[src/rtl/cordic_gen_if.sv]
// Operand write channel and result read channel of the cordic_gen engine.
interface cordic_gen_if #(
  parameter int DW = 8,
  parameter int AW = 10
);
  logic          wr_axy_p;
  logic          mode_p;
  logic [AW-1:0] a_p;
  logic [DW-1:0] x_p;
  logic [DW-1:0] y_p;
  logic          wok_axy_p;
  logic          rd_nxy_p;
  logic [DW-1:0] nx_p;
  logic [DW-1:0] ny_p;
  logic [AW-1:0] na_p;
  logic          rok_nxy_p;

  modport master (
    output wr_axy_p, mode_p, a_p, x_p, y_p, rd_nxy_p,
    input  wok_axy_p, nx_p, ny_p, na_p, rok_nxy_p
  );

  modport slave (
    input  wr_axy_p, mode_p, a_p, x_p, y_p, rd_nxy_p,
    output wok_axy_p, nx_p, ny_p, na_p, rok_nxy_p
  );
endinterface

[src/rtl/cordic_gen.sv]
// Iterative CORDIC engine: rotation or vectoring, one micro-rotation per cycle,
// shift-add gain compensation and saturated, registered results.
module cordic_gen #(
  parameter int DW    = 8,
  parameter int AW    = 10,
  parameter int NITER = 8
) (
  input  logic        ck,
  input  logic        raz,
  cordic_gen_if.slave bus
);
  localparam int IW  = DW + 9;
  localparam int AAW = AW + 2;
  localparam logic [3:0]            ILAST = 4'(NITER - 1);
  localparam logic signed [AAW-1:0] QTR   = {{(AAW-8){1'b0}}, 8'd201};
  localparam logic signed [AAW-1:0] HALF  = {{(AAW-9){1'b0}}, 9'd402};
  localparam logic signed [IW-8:0]  XMAX  = {3'b000, {(DW-1){1'b1}}};
  localparam logic signed [IW-8:0]  XMIN  = {3'b111, {(DW-1){1'b0}}};
  localparam logic signed [AAW-1:0] AMAX  = {3'b000, {(AW-1){1'b1}}};
  localparam logic signed [AAW-1:0] AMIN  = {3'b111, {(AW-1){1'b0}}};

  typedef enum logic [5:0] {
    GET   = 6'b000001,
    NORM  = 6'b000010,
    CALC  = 6'b000100,
    MKC   = 6'b001000,
    PLACE = 6'b010000,
    PUT   = 6'b100000
  } state_t;

  state_t                state, state_nx;
  logic                  mode, mode_nx;
  logic [1:0]            quad, quad_nx;
  logic [3:0]            i, i_nx;
  logic signed [IW-1:0]  x, x_nx, y, y_nx, xkc, xkc_nx, ykc, ykc_nx;
  logic signed [AAW-1:0] a, a_nx;
  logic [DW-1:0]         nx, nx_nx, ny, ny_nx;
  logic [AW-1:0]         na, na_nx;
  logic signed [IW-1:0]  xs, ys, px, py;
  logic signed [AAW-1:0] tz, a_sub;

  // atan(2^-i) in units of 2^-7 rad
  function automatic logic [6:0] atan_lut(input logic [3:0] idx);
    case (idx)
      4'd0:    atan_lut = 7'd100;
      4'd1:    atan_lut = 7'd59;
      4'd2:    atan_lut = 7'd31;
      4'd3:    atan_lut = 7'd16;
      4'd4:    atan_lut = 7'd8;
      4'd5:    atan_lut = 7'd4;
      4'd6:    atan_lut = 7'd2;
      4'd7:    atan_lut = 7'd1;
      default: atan_lut = 7'd0;
    endcase
  endfunction

  function automatic logic [DW-1:0] sat_xy(input logic signed [IW-1:0] v);
    logic signed [IW-8:0] ip;
    ip = v[IW-1:7];
    if (ip > XMAX)      sat_xy = {1'b0, {(DW-1){1'b1}}};
    else if (ip < XMIN) sat_xy = {1'b1, {(DW-1){1'b0}}};
    else                sat_xy = ip[DW-1:0];
  endfunction

  function automatic logic [AW-1:0] sat_a(input logic signed [AAW-1:0] v);
    if (v > AMAX)      sat_a = {1'b0, {(AW-1){1'b1}}};
    else if (v < AMIN) sat_a = {1'b1, {(AW-1){1'b0}}};
    else               sat_a = v[AW-1:0];
  endfunction

  // Next-state and datapath update for every phase of a transaction
  always_comb begin
    state_nx = state;
    mode_nx  = mode;
    quad_nx  = quad;
    i_nx     = i;
    x_nx     = x;
    y_nx     = y;
    a_nx     = a;
    xkc_nx   = xkc;
    ykc_nx   = ykc;
    nx_nx    = nx;
    ny_nx    = ny;
    na_nx    = na;
    xs       = x >>> i;
    ys       = y >>> i;
    tz       = {{(AAW-7){1'b0}}, atan_lut(i)};
    a_sub    = a - QTR;
    px       = xkc;
    py       = ykc;
    case (state)
      GET: begin
        if (bus.wr_axy_p) begin
          a_nx     = {2'b00, bus.a_p};
          x_nx     = {{2{bus.x_p[DW-1]}}, bus.x_p, 7'b0000000};
          y_nx     = {{2{bus.y_p[DW-1]}}, bus.y_p, 7'b0000000};
          mode_nx  = bus.mode_p;
          quad_nx  = 2'd0;
          i_nx     = 4'd0;
          state_nx = NORM;
        end else begin
          state_nx = GET;
        end
      end
      NORM: begin
        if (mode) begin
          // fold the left half-plane onto the right, pre-loading +/-pi
          if (x[IW-1]) begin
            x_nx = -x;
            y_nx = -y;
            a_nx = y[IW-1] ? -HALF : HALF;
          end else begin
            a_nx = {AAW{1'b0}};
          end
          state_nx = CALC;
        end else if (!a_sub[AAW-1]) begin
          a_nx     = a_sub;
          quad_nx  = quad + 2'd1;
          state_nx = NORM;
        end else begin
          state_nx = CALC;
        end
      end
      CALC: begin
        if (mode ? !y[IW-1] : a[AAW-1]) begin
          x_nx = x + ys;
          y_nx = y - xs;
          a_nx = a + tz;
        end else begin
          x_nx = x - ys;
          y_nx = y + xs;
          a_nx = a - tz;
        end
        if (i == ILAST) begin
          i_nx     = 4'd0;
          state_nx = MKC;
        end else begin
          i_nx = i + 4'd1;
        end
      end
      MKC: begin
        case (i)
          4'd0: begin
            xkc_nx = (x >>> 4'd7) + (x >>> 4'd5);
            ykc_nx = (y >>> 4'd7) + (y >>> 4'd5);
            i_nx   = 4'd1;
          end
          4'd1: begin
            xkc_nx = xkc + (x >>> 4'd4);
            ykc_nx = ykc + (y >>> 4'd4);
            i_nx   = 4'd2;
          end
          default: begin
            xkc_nx   = xkc + (x >>> 4'd1);
            ykc_nx   = ykc + (y >>> 4'd1);
            i_nx     = 4'd0;
            state_nx = PLACE;
          end
        endcase
      end
      PLACE: begin
        if (mode) begin
          px = xkc;
          py = ykc;
        end else begin
          case (quad)
            2'd0:    begin px = xkc;  py = ykc;  end
            2'd1:    begin px = -ykc; py = xkc;  end
            2'd2:    begin px = -xkc; py = -ykc; end
            default: begin px = ykc;  py = -xkc; end
          endcase
        end
        nx_nx    = sat_xy(px);
        ny_nx    = sat_xy(py);
        na_nx    = sat_a(a);
        state_nx = PUT;
      end
      PUT: begin
        if (bus.rd_nxy_p) state_nx = GET;
        else              state_nx = PUT;
      end
      default: state_nx = GET;
    endcase
  end

  // State and data registers with synchronous active-low reset
  always_ff @(posedge ck) begin
    if (!raz) begin
      state <= GET;
      mode  <= 1'b0;
      quad  <= 2'd0;
      i     <= 4'd0;
      x     <= {IW{1'b0}};
      y     <= {IW{1'b0}};
      a     <= {AAW{1'b0}};
      xkc   <= {IW{1'b0}};
      ykc   <= {IW{1'b0}};
      nx    <= {DW{1'b0}};
      ny    <= {DW{1'b0}};
      na    <= {AW{1'b0}};
    end else begin
      state <= state_nx;
      mode  <= mode_nx;
      quad  <= quad_nx;
      i     <= i_nx;
      x     <= x_nx;
      y     <= y_nx;
      a     <= a_nx;
      xkc   <= xkc_nx;
      ykc   <= ykc_nx;
      nx    <= nx_nx;
      ny    <= ny_nx;
      na    <= na_nx;
    end
  end

  assign bus.wok_axy_p = (state == GET);
  assign bus.rok_nxy_p = (state == PUT);
  assign bus.nx_p      = nx;
  assign bus.ny_p      = ny;
  assign bus.na_p      = na;
endmodule

[src/flat_wrapper.sv]
// flat-port wrapper written by rule: the top's interface ports become plain ports
module cordic_gen_flat 
#(
  parameter int DW    = 8,
  parameter int AW    = 10,
  parameter int NITER = 8
)
  (ck, raz, bus_wr_axy_p, bus_mode_p, bus_a_p, bus_x_p, bus_y_p, bus_rd_nxy_p, bus_wok_axy_p, bus_nx_p, bus_ny_p, bus_na_p, bus_rok_nxy_p);
  cordic_gen_if #(.DW(DW), .AW(AW)) bus_i ();
  input  logic ck;
  input  logic raz;
  input wire logic [$bits(bus_i.wr_axy_p)-1:0] bus_wr_axy_p;
  input wire logic [$bits(bus_i.mode_p)-1:0] bus_mode_p;
  input wire logic [$bits(bus_i.a_p)-1:0] bus_a_p;
  input wire logic [$bits(bus_i.x_p)-1:0] bus_x_p;
  input wire logic [$bits(bus_i.y_p)-1:0] bus_y_p;
  input wire logic [$bits(bus_i.rd_nxy_p)-1:0] bus_rd_nxy_p;
  output wire logic [$bits(bus_i.wok_axy_p)-1:0] bus_wok_axy_p;
  output wire logic [$bits(bus_i.nx_p)-1:0] bus_nx_p;
  output wire logic [$bits(bus_i.ny_p)-1:0] bus_ny_p;
  output wire logic [$bits(bus_i.na_p)-1:0] bus_na_p;
  output wire logic [$bits(bus_i.rok_nxy_p)-1:0] bus_rok_nxy_p;
  assign bus_i.wr_axy_p = bus_wr_axy_p;
  assign bus_i.mode_p = bus_mode_p;
  assign bus_i.a_p = bus_a_p;
  assign bus_i.x_p = bus_x_p;
  assign bus_i.y_p = bus_y_p;
  assign bus_i.rd_nxy_p = bus_rd_nxy_p;
  assign bus_wok_axy_p = bus_i.wok_axy_p;
  assign bus_nx_p = bus_i.nx_p;
  assign bus_ny_p = bus_i.ny_p;
  assign bus_na_p = bus_i.na_p;
  assign bus_rok_nxy_p = bus_i.rok_nxy_p;
  cordic_gen #(.DW(DW), .AW(AW), .NITER(NITER)) u_core (.ck(ck), .raz(raz), .bus(bus_i));
endmodule
[config.mk]
export PLATFORM = sky130hd
export DESIGN_NAME = cordic_gen_flat
export DESIGN_NICKNAME = d
export VERILOG_FILES = /design/src/rtl/cordic_gen_if.sv /design/src/rtl/cordic_gen.sv /design/src/flat_wrapper.sv
export SDC_FILE = /design/constraint.sdc
export NUM_CORES = 1
export LEC_CHECK = 0
export BUFFER_PORTS_ARGS = -buffer_cell sky130_fd_sc_hd__buf_4
export CAP_MARGIN = 5
export CORE_UTILIZATION = 39
export DETAILED_ROUTE_END_ITERATION = 10
export GPL_ROUTABILITY_DRIVEN = 1
export SLEW_MARGIN = 10
export SYNTH_ARGS = -nofsm -noshare
export SYNTH_HDL_FRONTEND = slang
export SYNTH_SLANG_ARGS = --single-unit
export TNS_END_PERCENT = 1
[constraint.sdc]
create_clock -name ck -period 4.9 [get_ports ck]
set_input_delay 0.49 -clock ck [delete_from_list [all_inputs] [get_ports ck]]
set_output_delay 0.49 -clock ck [all_outputs]
set_load 0.005 [all_outputs]
==> run_results.csv, run 1 <==
group,metric,value,unit
die,die-area,0.0383,mm²
die,core,0.0368,mm²
synth,synth-compound-area-share,28.9,%
detailed_routing,initialDrtViolationCount,1239,
die,die_x,196,µm
critical_path,path_buf_inv,2,
detailed_routing,vias_per_cell,6.16,
clock_network,cts_hold_buf,0,
synth,synth_edf_count,0,
global_routing,grt_pass1_wl,78600,µm
critical_path,max_stage_delay,0.50,ns
clock_network,cts_tree,"built",
clock_network,clk_latency,0.46,ns
critical_path,crit_family,"compound AO/OA/AOI/OAI gates",
global_routing,grt_usage,25.9,%
timing,clock_skew,0.0149,ns
layout,fill_cells,3771,
detailed_routing,firstDrtPassIters,5,
synth,ys_ff_latch,126,
global_routing,gr-total-overflow,0,
timing,min_period,4.54,ns
layout,antenna_cells,0,
critical_path,path_max_fanout,11,
critical_path,crit_type,"flop to flop",
die,pin_count,59,
worst_hold_path,hold_path.class,"input pin to flop",
synth,synth.avg_cell_area,7.28,µm²
synth,ys_async_sr_fraction,0,%
synth,yosysMostFrequentCell,"nand2_1",
pwr,leakage,6.84,nW
pwr,power,0.00396,W
synth,synthFlopType,"dfxtp_1",
synth,yosysTopAreaCell,"dfxtp_1",
synth,synth_top_area_share,17.3,%
detailed_routing,wl_per_cell,19.9,µm
detailed_routing,postRouteAntennaNets,0,
clock_network,clock-sinks,126,
synth,synthMuxAreaShare,7.36,%
die,initial_core_util,39.7,%
clock_network,postCtsSetupBuffers,0,
critical_path,crit_slowest_cell,"mux4_2",
critical_path,worstPathCellList,"clkinv_1 > mux4_2 > nor2_1 > a21oi_1 > ha_1 > inv_1 > a211oi_1 > a21oi_1 > xnor2_1 > ha_1 > o2111ai_1 > and3_1 > o311ai_0 > and4_1 > o41ai_1 > or3_1 > o211ai_2",
clock_network,cts-resized-gates,0,
run,drv_cap,0,
synth,yosys.area_share.simple,21.8,%
clock_network,clk_path_buf_depth,2,
timing,max_slew_margin,24.6,%
critical_path,startpoint_type,"flop",
clock_network,root_buffer,"clkbuf_16",
die,die_h,196,µm
synth,syn_area,0.0146,mm²
die,rows,70,
timing,tightest_slew,1.13,ns
placement,globalplace.congestion,0.939,
timing,hold_viol_final,0,
timing,max_freq,0.220,GHz
layout,area_growth,11.2,%
synth,synth_warnings,0,
layout,fin_util,44.2,%
pwr,ir_drop,196,µV
layout,stdcell_count,2493,
synth,syn_inst,2009,
synth,synth_cell_types,90,
synth,syn-num-nets,2163,
timing,grt_setup_unrepaired,"false",
detailed_routing,route.detailed.drc,0,
synth,yosys-top-cells-area,"dfxtp_1 17%, ha_1 9.9%, a21oi_1 6.7%",
global_routing,grt_pass1_vias,14300,
critical_path,crit_arrival,4.92,ns
global_routing,grt_max_degree,51,
placement,place_inst,2461,
critical_path,critPathCaptureType,"flop",
timing,setup_violations,0,
synth,synth_top_family_by_area,"compound AO/OA/AOI/OAI gates",
timing,slew_violations,0,
critical_path,critPathRequiredTime,5.28,ns
timing,fin_ws,0.357,ns
detailed_routing,via_count,15400,
synth,synthAdderAreaFrac,10.9,%
placement,dp_hpwl,36300,µm
timing,setup-tns-final,0,ns
global_routing,grt_antenna_before_repair,0,
placement,port-buffer-count,58,
layout,nets,2166,
synth,yosysSeqAreaShare,17.3,%
clock_network,path_clk_slew,0.06,ns
detailed_routing,wirelength,49600,µm
synth,netlist_top_cells_count,"239 x nand2_1, 196 x nor2_1, 195 x a21oi_1, 168 x o21ai_0, 126 x dfxtp_1",
layout,drive_gt1_share,12.0,%
placement,dp_slack,0.339,ns
status,status,"finished, final reports clean",
clock_network,htreeDepth,4,
timing,finalCritPeriodShare,92.7,%
pwr,power_density,244,mW/mm²
synth,synth_xor_area_share,7.97,%
clock_network,numCtsBuffers,17,
-- where the power goes --
part	leakage, nW	switching (W)	internal, W
combinational	5.50	0.000814	0.000585
clock	0.307	0.000553	0.000883
sequential	1.02	0.0000679	0.00106
total	6.84	0.00144	0.00252
-- stage by stage --
stage          cell area (µm²)  hold WS [ns]
6_report                 16300         0.260
5_1_grt                  16300         0.276
4_1_cts                  16200         0.248
3_5_place_dp             15600         0.448
3_3_place_gp             15600         0.444
2_1_floorplan            14600         0.448
-- tightest hold or removal path: stages --
cell and delay (ns):
buf_4 0.08, nand2_1 0.04, nand3_1 0.06
-- path summary, 6_finish.rpt --
path	slack (ns)	startpoint	depth (start not counted)	end
setup / recovery	0.36	u_core.i[1]	17	u_core.y[16]
hold / removal	0.26	bus_rd_nxy_p	3	u_core.state[0]
setup reg to reg	0.36	u_core.i[1]	17	u_core.y[16]
hold reg to reg	0.45	u_core.bus.na_p[9]	2	u_core.bus.na_p[9]
-- cell families after synthesis --
family | count (synthesis)
flops | 126
fa+ha+maj | 123
buf+inv | 212
simple gates | 686
compound gates | 661
mux | 68
xor+xnor | 133
-- registers in the layout, summed over array words and instances, names as in the netlist, named ones only --
signal,flops
u_core.x,17
u_core.xkc,17
u_core.y,17
u_core.ykc,17
u_core.a,12
u_core.bus.na_p,10
u_core.bus.nx_p,8
u_core.bus.ny_p,8
u_core.state,6
u_core.i,4
u_core.quad,2
u_core.mode,1
-- cell type report --
class	count	area (µm²)	area share (%)
flip-flops and latches	126	2530	15.6
multi-input cells	1671	11300	69.3
well taps	468	586	3.60
clock inverters	12	184	1.13
clock buffers	20	457	2.81
repair buffers	129	980	6.03
inverters	67	251	1.55
-- per-layer routing --
metal  up-vias  global-route usage [%]  wire [µm]
li1       7350                       -          -
met1      7326                    35.3      22700
met2       597                    40.8      22000
met3        83                    4.73       3500
met4         0                    9.07       1330
met5         -                       0          0
-- cell usage in the layout (no fill, tap or decap), drive strengths merged, types with 10 or more instances in the layout --
cell type,synthesis,final
nand2,239,239
a21oi,197,197
nor2,196,196
o21ai,173,173
buf,26,129
dfxtp,126,126
ha,116,116
xnor2,85,85
inv,62,64
nor3,63,63
xor2,48,48
nand3,35,35
a21o,34,34
mux2i,28,28
mux4,28,28
nor2b,25,25
a211oi,25,25
a221oi,23,23
a31oi,21,21
a22oi,21,21
nand2b,20,20
o211ai,20,20
clkbuf,119,20
or3,19,19
o21a,15,15
o31ai,15,15
o22ai,13,13
or2,12,12
mux2,12,12
nor4,12,12
and3,11,11
o211a,10,10
No activity file was read; power rests on OpenSTA's default activity.
==> run 2: changes to the inputs <==
--- a/config.mk
+++ b/config.mk
@@ -7,9 +7,10 @@
 export LEC_CHECK = 0
 export BUFFER_PORTS_ARGS = -buffer_cell sky130_fd_sc_hd__buf_4
 export CAP_MARGIN = 5
-export CORE_UTILIZATION = 39
+export CORE_UTILIZATION = 58
 export DETAILED_ROUTE_END_ITERATION = 10
 export GPL_ROUTABILITY_DRIVEN = 1
+export PLACE_DENSITY = 0.79
 export SLEW_MARGIN = 10
 export SYNTH_ARGS = -nofsm -noshare
 export SYNTH_HDL_FRONTEND = slang
==> run_results.csv, run 2 (synthesis gave the netlist of run 1 again) <==
group,metric,value,unit
pwr,power_density,244,mW/mm²
placement,globalplace.congestion,0.957,
pwr,switching_power,0.00146,W
global_routing,grt_max_degree,74,
detailed_routing,via_count,15800,
layout,stdcell_count,2341,
timing,slew_violations,0,
layout,nets,2159,
die,rows,57,
layout,area_growth,9.78,%
critical_path,worstPathCellList,"buf_12 > mux4_2 > a21boi_1 > a21o_1 > ha_1 > nand3_1 > or2_2 > nor3_1 > o31a_1 > o22ai_1 > ha_1 > nand4_1 > a21o_1 > and3b_1 > o31ai_1 > xor2_1 > a21oi_1 > a21oi_1",
detailed_routing,firstDrtPassIters,6,
critical_path,critPathCaptureType,"flop",
clock_network,root_buffer,"clkbuf_16",
layout,layout_common_cells,"239 x nand2_1, 195 x nor2_1, 195 x a21oi_1",
timing,max_slew_margin,25.9,%
clock_network,cts-resized-gates,0,
pwr,p_seq_share,28.4,%
critical_path,crit_arrival,4.92,ns
layout,fill_cells,2093,
pwr,leakage,6.79,nW
layout,seq_area,0.00253,mm²
run,drv_cap,0,
global_routing,grt_pass1_vias,14300,
status,status,"finished, final reports clean",
clock_network,clk_latency,0.44,ns
detailed_routing,vias_per_cell,6.73,
timing,clock_skew,0.0122,ns
die,pin_count,59,
die,die_h,161,µm
layout,drive_gt1_share,11.9,%
timing,finalCritPeriodShare,92.8,%
critical_path,max_stage_delay,0.55,ns
placement,place_inst,2310,
pwr,ir_drop,230,µV
critical_path,critPathRequiredTime,5.27,ns
critical_path,startpoint_type,"flop",
timing,setup-tns-final,0,ns
global_routing,gr-total-overflow,0,
global_routing,grt_pass1_wl,74200,µm
layout,antenna_cells,0,
clock_network,clk_path_buf_depth,2,
detailed_routing,initialDrtViolationCount,1659,
detailed_routing,postRouteAntennaNets,0,
timing,min_period,4.55,ns
layout,final_common_cell,"nand2_1",
clock_network,cts_tree,"built",
pwr,p_comb_share,36.0,%
timing,max_freq,0.220,GHz
timing,tightest_slew,1.10,ns
layout,multi_input_area,0.0113,mm²
detailed_routing,wirelength,46700,µm
clock_network,path_clk_slew,0.07,ns
worst_hold_path,hold_path.class,"input pin to flop",
die,die-area,0.0258,mm²
die,initial_core_util,59.6,%
clock_network,cts_hold_buf,0,
clock_network,htreeDepth,4,
clock_network,postCtsSetupBuffers,0,
placement,dp_hpwl,33300,µm
die,core,0.0245,mm²
timing,setup_violations,0,
clock_network,clock-sinks,126,
critical_path,path_max_fanout,31,
detailed_routing,wl_per_cell,20.0,µm
pwr,clockPowerShare,35.5,%
clock_network,numCtsBuffers,17,
die,die_x,161,µm
critical_path,crit_type,"flop to flop",
critical_path,crit_slowest_cell,"mux4_2",
placement,port-buffer-count,58,
timing,hold_viol_final,0,
pwr,intPower,0.00246,W
pwr,switching_share,37.2,%
detailed_routing,route.detailed.drc,0,
global_routing,grt_usage,35.3,%
timing,grt_setup_unrepaired,"false",
global_routing,grt_antenna_before_repair,0,
## run 2: cell types whose count changed in the layout (fill, tap and decap cells not counted), sizes merged
cell      delta
inv          +3
buf          -7
clkinv       -2
clkinvlp     +1
bufinv       -1
clkbuf       -2
## run 2: worst max-delay path: cells and delay by family (launching register included)
| kind | cells | cell delay, ns |
|---|---|---|
| buffers and inverters | 1 | 0.23 |
| adder cells (fa/ha/maj) | 2 | 0.59 |
| AND/OR/NAND/NOR | 5 | 0.99 |
| multiplexers | 1 | 0.55 |
| XOR/XNOR | 1 | 0.18 |
| flip-flops | 1 | 0.48 |
| AO/OA/AOI/OAI | 8 | 1.44 |
## run 2: cell type report
type | instances | share of cell area, %
inverters | 67 | 1.57
multi-input cells | 1671 | 70.4
repair buffers | 122 | 5.94
well taps | 324 | 2.53
clock buffers | 18 | 2.74
flip-flops and latches | 126 | 15.8
clock inverters | 13 | 1.12
## run 2: power by group through the flow
stage / registers (W) / logic (W) / clock network [W]
after global placement: 0.00114 / 0.00133 / 0
after detailed placement: 0.00114 / 0.00136 / 0
after CTS: 0.00111 / 0.00137 / 0.00139
after floorplan: 0.00112 / 0.00104 / 0
after global routing: 0.00112 / 0.00154 / 0.00144
final: 0.00112 / 0.00141 / 0.00139
## run 2: final timing paths
path,endpoint,from,cells past startpoint,slack (ns)
setup / recovery,u_core.x[14],u_core.i[1],18,0.35
hold / removal,u_core.state[0],bus_rd_nxy_p,3,0.31
setup reg to reg,u_core.x[14],u_core.i[1],18,0.35
hold reg to reg,u_core.bus.nx_p[7],u_core.bus.nx_p[7],2,0.46
## run 2: metal layers
metal	vias up	track usage, %	share of wire [%]
met5	-	0	0
met4	0	15.7	3.9
met3	165	6.95	11
met2	973	56.4	45
met1	7266	46.1	40
li1	7346	-	-
## run 2: stage by stage
stage                     cell area [µm²]  total power (W)  worst slack, ns  util (%)  hold slack, ns
after floorplan                     14600          0.00215            0.335         -           0.448
after global placement              15400          0.00247            0.281      62.7           0.448
after detailed placement            15400          0.00249            0.176      62.7           0.454
after CTS                           16000          0.00387            0.153      65.3           0.300
after global routing                16000          0.00410           0.0761      65.4           0.337
final                               16000          0.00392            0.354      65.4           0.306
